### config.mk
export PLATFORM = sky130hd
export DESIGN_NAME = tlc5940_frame_buffer
export DESIGN_NICKNAME = d
export VERILOG_FILES = /design/src/rtl/tlc5940_frame_buffer.sv
export SDC_FILE = /design/constraint.sdc
export NUM_CORES = 2
export LEC_CHECK = 0
export BUFFER_PORTS_ARGS = -buffer_cell sky130_fd_sc_hd__buf_4
export CORE_UTILIZATION = 45
export CTS_CLUSTER_SIZE = 20
export DETAILED_ROUTE_END_ITERATION = 8
export PLACE_DENSITY_LB_ADDON = 0.2
export SLEW_MARGIN = 30
export SYNTH_ARGS = -nofsm -noshare
export SYNTH_HDL_FRONTEND = slang
export SYNTH_SLANG_ARGS = --single-unit
export TNS_END_PERCENT = 30
### constraint.sdc
create_clock -name clk -period 5.16 [get_ports clk]
set_input_delay 0.516 -clock clk [delete_from_list [all_inputs] [get_ports clk]]
set_output_delay 0.516 -clock clk [all_outputs]
set_load 0.02 [all_outputs]
### src/rtl/tlc5940_frame_buffer.sv
// Double-buffered grayscale store for four TLC5940 chains of 16 channels.
// Writes land in a shadow bank; a commit copies the shadow bank into the
// active bank, which drives data_register0..3. The copy is aligned to the
// driver's XLAT rise, or forced after COMMIT_TIMEOUT cycles without one.
module tlc5940_frame_buffer #(
    parameter logic [31:0] COMMIT_TIMEOUT = 32'd1000000,
    parameter logic [11:0] CLEAR_VALUE    = 12'd0
) (
    input  logic           clk,
    input  logic           rst_n,
    input  logic           wr_valid,
    output logic           wr_ready,
    input  logic [1:0]     wr_chain,
    input  logic [3:0]     wr_chan,
    input  logic [11:0]    wr_value,
    input  logic           clear_req,
    input  logic           commit_req,
    input  logic           xlat_in,
    output logic           busy,
    output logic           commit_done,
    output logic [193:2]   data_register0,
    output logic [193:2]   data_register1,
    output logic [193:2]   data_register2,
    output logic [193:2]   data_register3
);

    typedef enum logic [1:0] {
        IDLE      = 2'd0,
        CLEAR     = 2'd1,
        WAIT_SYNC = 2'd2,
        COPY      = 2'd3
    } state_t;

    localparam logic [31:0] TIMEOUT_LAST = COMMIT_TIMEOUT - 32'd1;

    state_t        state_q, state_d;
    logic [5:0]    idx_q, idx_d;
    logic [31:0]   cnt_q, cnt_d;
    logic          xlat_q;
    logic          commit_done_q;
    logic          xlat_rise;
    logic          wr_fire;
    logic [3:0][191:0] active_bus;

    assign xlat_rise   = xlat_in & ~xlat_q;
    assign wr_ready    = (state_q == IDLE);
    assign busy        = (state_q != IDLE);
    assign wr_fire     = wr_valid & wr_ready;
    assign commit_done = commit_done_q;

    assign data_register0 = active_bus[0];
    assign data_register1 = active_bus[1];
    assign data_register2 = active_bus[2];
    assign data_register3 = active_bus[3];

    // State, clear index, timeout counter, xlat edge register and done pulse
    always_ff @(posedge clk or negedge rst_n) begin
        if (!rst_n) begin
            state_q       <= IDLE;
            idx_q         <= 6'd0;
            cnt_q         <= 32'd0;
            xlat_q        <= 1'b0;
            commit_done_q <= 1'b0;
        end else begin
            state_q       <= state_d;
            idx_q         <= idx_d;
            cnt_q         <= cnt_d;
            xlat_q        <= xlat_in;
            commit_done_q <= (state_q == COPY);
        end
    end

    // Next-state logic; requests outside IDLE are ignored by construction
    always_comb begin
        state_d = state_q;
        idx_d   = idx_q;
        cnt_d   = cnt_q;
        case (state_q)
            IDLE: begin
                if (clear_req) begin
                    state_d = CLEAR;
                    idx_d   = 6'd0;
                end else if (commit_req) begin
                    state_d = WAIT_SYNC;
                    cnt_d   = 32'd0;
                end
            end
            CLEAR: begin
                idx_d = idx_q + 6'd1;
                if (idx_q == 6'd63) begin
                    state_d = IDLE;
                end
            end
            WAIT_SYNC: begin
                // Forced copy keeps a driver held in reset from stalling commits
                if (xlat_rise || (cnt_q == TIMEOUT_LAST)) begin
                    state_d = COPY;
                end else if (cnt_q != 32'hFFFF_FFFF) begin
                    cnt_d = cnt_q + 32'd1;
                end
            end
            COPY: begin
                state_d = IDLE;
            end
            default: begin
                state_d = IDLE;
            end
        endcase
    end

    // One shadow/active pair per chain; index {chain, chan} selects the field
    for (genvar gi = 0; gi < 4; gi++) begin : gen_chain
        logic [193:2] shadow_q;
        logic [193:2] active_q;

        // Shadow takes writes in IDLE and clear fills in CLEAR; active follows on COPY
        always_ff @(posedge clk or negedge rst_n) begin
            if (!rst_n) begin
                shadow_q <= '0;
                active_q <= '0;
            end else begin
                if (wr_fire && (wr_chain == 2'(gi))) begin
                    shadow_q[12*wr_chan + 2 +: 12] <= wr_value;
                end
                if ((state_q == CLEAR) && (idx_q[5:4] == 2'(gi))) begin
                    shadow_q[12*idx_q[3:0] + 2 +: 12] <= CLEAR_VALUE;
                end
                if (state_q == COPY) begin
                    active_q <= shadow_q;
                end
            end
        end

        assign active_bus[gi] = active_q;
    end

endmodule

==> impl_summary.md <==
Cells and area
After routing the design area is 80300 um^2. Registers take 39500 um^2. The total area of multi-input combinational cells is 25300 um^2. The non-filler instance count after layout is 9532. The signed area change from the synthesized netlist to the final layout is 21.4%.

The number of nets in the final layout is 7518. At the end of the flow the core is filled with cells to 55.1%. Counting the fill cells in the layout gives 13000.

The share of layout cells above drive strength 1 is 18.1%.

Detailed routing
After detailed routing, the average wire length per cell comes to 24.8 um. The wire length reported by the detailed router is 237 mm. The detailed router placed 52400 vias in this run.

The remaining design rule violation count is 0. The routed via count divided by cell count is 5.49. The number of violations reported at the end of detailed-routing iteration 0 is 4791. The number of iterations in the first detailed-routing pass is 9.

The post-detailed-route count of antenna-violating nets is 0.

Synth
During synthesis, Yosys emitted a total of 0 warnings. The share of the Yosys chip area taken by registers is 59.7%. Of all flip-flops after synthesis, the portion carrying an async set or reset was 100%.

Counting instances in the post-synthesis netlist gives the leading cell types as 2434 x sky130_fd_sc_hd__nand2_1, 1578 x sky130_fd_sc_hd__dfrtp_1, 806 x sky130_fd_sc_hd__nor2_1. In this run the mean area of a mapped cell was 9.73 um^2. Summing the areas of all fa, ha and maj instances in the mapped netlist gives 0.382% of the synthesized area. Yosys instantiated no cell more often than sky130_fd_sc_hd__nand2_1.

The synthesized netlist net count is 6846. The largest family of logic cells by synthesized area is simple AND/OR/NAND/NOR gates. The flop and latch count out of synthesis is 1578. The share of synthesized area in the top cell type comes to 59.7%.

Of all cell types, the one taking the most synthesized area is sky130_fd_sc_hd__dfrtp_1. The post-synthesis cell count is 6803. The synthesized-area fraction occupied by ao, oa, aoi and oai cells is 5.22%. The cell area after synthesis is 66200 um^2.

The post-synthesis xor/xnor area fraction is 0.302%. For this run, the leading register cell type out of synthesis is sky130_fd_sc_hd__dfrtp_1. The number of distinct standard cells referenced by the synthesized netlist is 65.

The post-synthesis share of cell area spent on and, or, nand and nor gates is 23.1%. Sorting the synthesized cells by area gives the leading types as sky130_fd_sc_hd__dfrtp_1 60%, sky130_fd_sc_hd__nand2_1 14%, sky130_fd_sc_hd__mux2i_1 8.6%. Of the post-synthesis cell area, the part taken by muxes is 8.76%. Yosys mapped a number of flops with a built-in enable equal to 0.

STA
The headroom to the max-slew limit is 27.3%. The setup-violating endpoint count in the final report is 0. The final worst-path cycle share is 75.5%. The hold violation total from the final report was 0.

At the pin with the least slew margin, the transition time is 1.09 ns. Final hold analysis gives a worst-case slack of 0.137 ns. For the final routed database, the setup TNS stands at 0 ns.

Derived from the worst setup path, the maximum achievable clock frequency is 0.257 GHz. Between clock sinks in the finished design, the worst skew comes to 0.0190 ns. The final max-slew violation count is 0. For the finished layout, the period the worst path requires is 3.90 ns.

Setup repair after global routing left no endpoint under its margin.

Placement
The count of buffers added on input and output ports is 794. In this run, placement finished with an instance count of 9215. The placed instances occupy a cell area of 74500 um^2.

Summed over all nets, the half-perimeter wirelength after detailed placement is 167 mm. The congestion estimate from routability-driven global placement came to 0.906.

Worst setup path
STA classifies the critical path startpoint as a flip-flop. The capturing element of the worst setup path is gen_chain[1].shadow_q[17]. The flop-to-flop setup slack is 1.26 ns.

The arrival time reported for the critical path endpoint is 4.58 ns. The endpoint identified for the worst register-to-register timing path is gen_chain[1].shadow_q[17]. The capturing element type of the critical path is a flip-flop. The number of cell instances on the worst register-to-register path is 9. The critical path starts at idx_q[2]. Along the worst path, the maximum fanout reaches 34. The worst setup path is of the reg -> reg kind.

The critical register-to-register path startpoint is idx_q[2]. At the worst endpoint, the required time is 5.85 ns.

Clock network
The number of setup buffers added after CTS is 0. For this design, the sink count on the clock tree is 1578. The worst-case clock buffer depth is 3. Clock tree synthesis selected as its root buffer the cell sky130_fd_sc_hd__clkbuf_16. The count of instances resized after the clock tree is built is 0.

The number of buffers added to fix hold violations after cts is 2. The H-tree generated during clock tree synthesis spans 4 levels. The clock transition at the register clock pins on the worst setup and hold paths after CTS is 0.06 ns. TritonCTS built the clock tree.

The number of clock buffers added by TritonCTS is 168. The later pin in the worst-skew pair is clocked with a latency of 0.82 ns.

Floorplanning
The floorplan has 140 rows. The die is 386 um wide. The number of placed I/O pins is 795. The die is 386 um tall. The region available for standard cell placement spans 146000 um^2. The area enclosed by the die boundary is 149000 um^2. The initial utilization of the core area, before any placement, comes to 45.4%.

Power
In this run the static leakage power is 42.3 nW. The clock network is responsible for 40.4% of the overall power. Combinational logic is responsible for 18.0% of the overall power.

Across the VDD grid, the largest voltage drop is 0.000415 V. In this run switching power makes up 32.0% of total power. The switching component of the power is 9.90 mW. The share of total power dissipated in sequential elements is 41.6%. The internal power component is 21.0 mW. The power density over cell area is 385 nW/um^2.

Global routing
The number of global-route vias before repair is 51500. The overall track demand over capacity in global routing is 31.4%. The sum of overflow across all layers after global routing is 0. The first-pass GRT wire length is 344 mm. The initial antenna violation count was 12. The pin count of the biggest net entering global routing is 209.

Status
The run finished with clean final reports.

Hold path
The kind of path behind the tightest hold check is in -> reg.

Flow run
The number of max-cap violations is 0.
## layer usage
| layer | vias to the layer above | track usage (%) | part of all wire (%) |
|---|---|---|---|
| met4 | 12 | 14.2 | 4.5 |
| met3 | 453 | 8.25 | 8.5 |
| met2 | 1995 | 49.0 | 47 |
| li1 | 23600 | - | - |
| met1 | 26300 | 41.0 | 40 |
| met5 | - | 0 | 0.034 |
## worst min-delay path by stage
| stage | start | to | slack (ns) | cells after the start |
|---|---|---|---|---|
| CTS | clear_req | state_q[1] | 0.09 | 4 |
| global route | clear_req | state_q[1] | 0.15 | 4 |
| detailed placement | gen_chain[3].shadow_q[49] | data_register3[49] | 0.45 | 2 |
| floorplan | rst_n | cnt_q[0] | 0.22 | 0 |
| global placement | gen_chain[0].shadow_q[37] | data_register0[37] | 0.45 | 2 |
| finish | clear_req | state_q[1] | 0.14 | 4 |
## logic make-up (layout without fill, tap and decap cells)
group,count (synthesis),in the layout
flops,1578,1578
compound gates,521,521
other cells,0,7
buf+inv,435,1240
simple gates,3650,3650
xor+xnor,22,22
mux,578,578
fa+ha+maj,19,19
## stage by stage
step           power (mW)  worst slack, ns
4_1_cts              31.0             1.37
3_3_place_gp         18.4            0.996
2_1_floorplan        15.7             2.05
3_5_place_dp         18.5             1.08
6_report             30.9             1.26
5_1_grt              31.8             1.17
## power groups by stage
stage | Combinational (mW) | Clock, mW | Sequential, mW
3_5_place_dp | 5.43 | 0 | 13.1
3_3_place_gp | 5.37 | 0 | 13.1
6_report | 5.58 | 12.5 | 12.9
2_1_floorplan | 2.65 | 0 | 13.0
5_1_grt | 5.78 | 13.1 | 12.9
4_1_cts | 5.45 | 12.7 | 12.9
## area by class of cell
cell class	instances	share of cell area, %
sequential	1578	49.2
antenna	7	0.0218
clock buffer	259	6.34
timing repair buffer	915	9.10
clock inverter	44	0.749
multi-input combinational	4790	31.5
inverter	22	0.112
tap	1917	2.99
## worst max-delay path, stage by stage (launching register included)
cell                      delay [ns]
sky130_fd_sc_hd__dfrtp_1        0.44
sky130_fd_sc_hd__inv_1          0.12
sky130_fd_sc_hd__ha_1           0.42
sky130_fd_sc_hd__and3b_1        0.21
sky130_fd_sc_hd__or4_1          0.58
sky130_fd_sc_hd__nand2_2        0.51
sky130_fd_sc_hd__buf_4          0.50
sky130_fd_sc_hd__nand3_1        0.48
sky130_fd_sc_hd__nor2_1         0.41
sky130_fd_sc_hd__nor2_1         0.10
## state kept, by name (all words and copies together), names as in the netlist
register and flops:
data_register1 192, data_register3 192, data_register0 192, cnt_q 32, state_q 2, idx_q 6
data_register2 192, xlat_q 1, commit_done 1, gen_chain.shadow_q 768
## cells in the final DEF (no fill, tap or decap), drive strengths merged, types with 52 or more instances in the layout
master / instances
a211oi: 138
a31oi: 100
nand3: 52
nor2: 806
nand2: 2434
nor3: 155
o21ai: 91
dfrtp: 1578
clkbuf: 259
a21oi: 109
buf: 913
mux2i: 569
(Power assumes the default switching activity.)
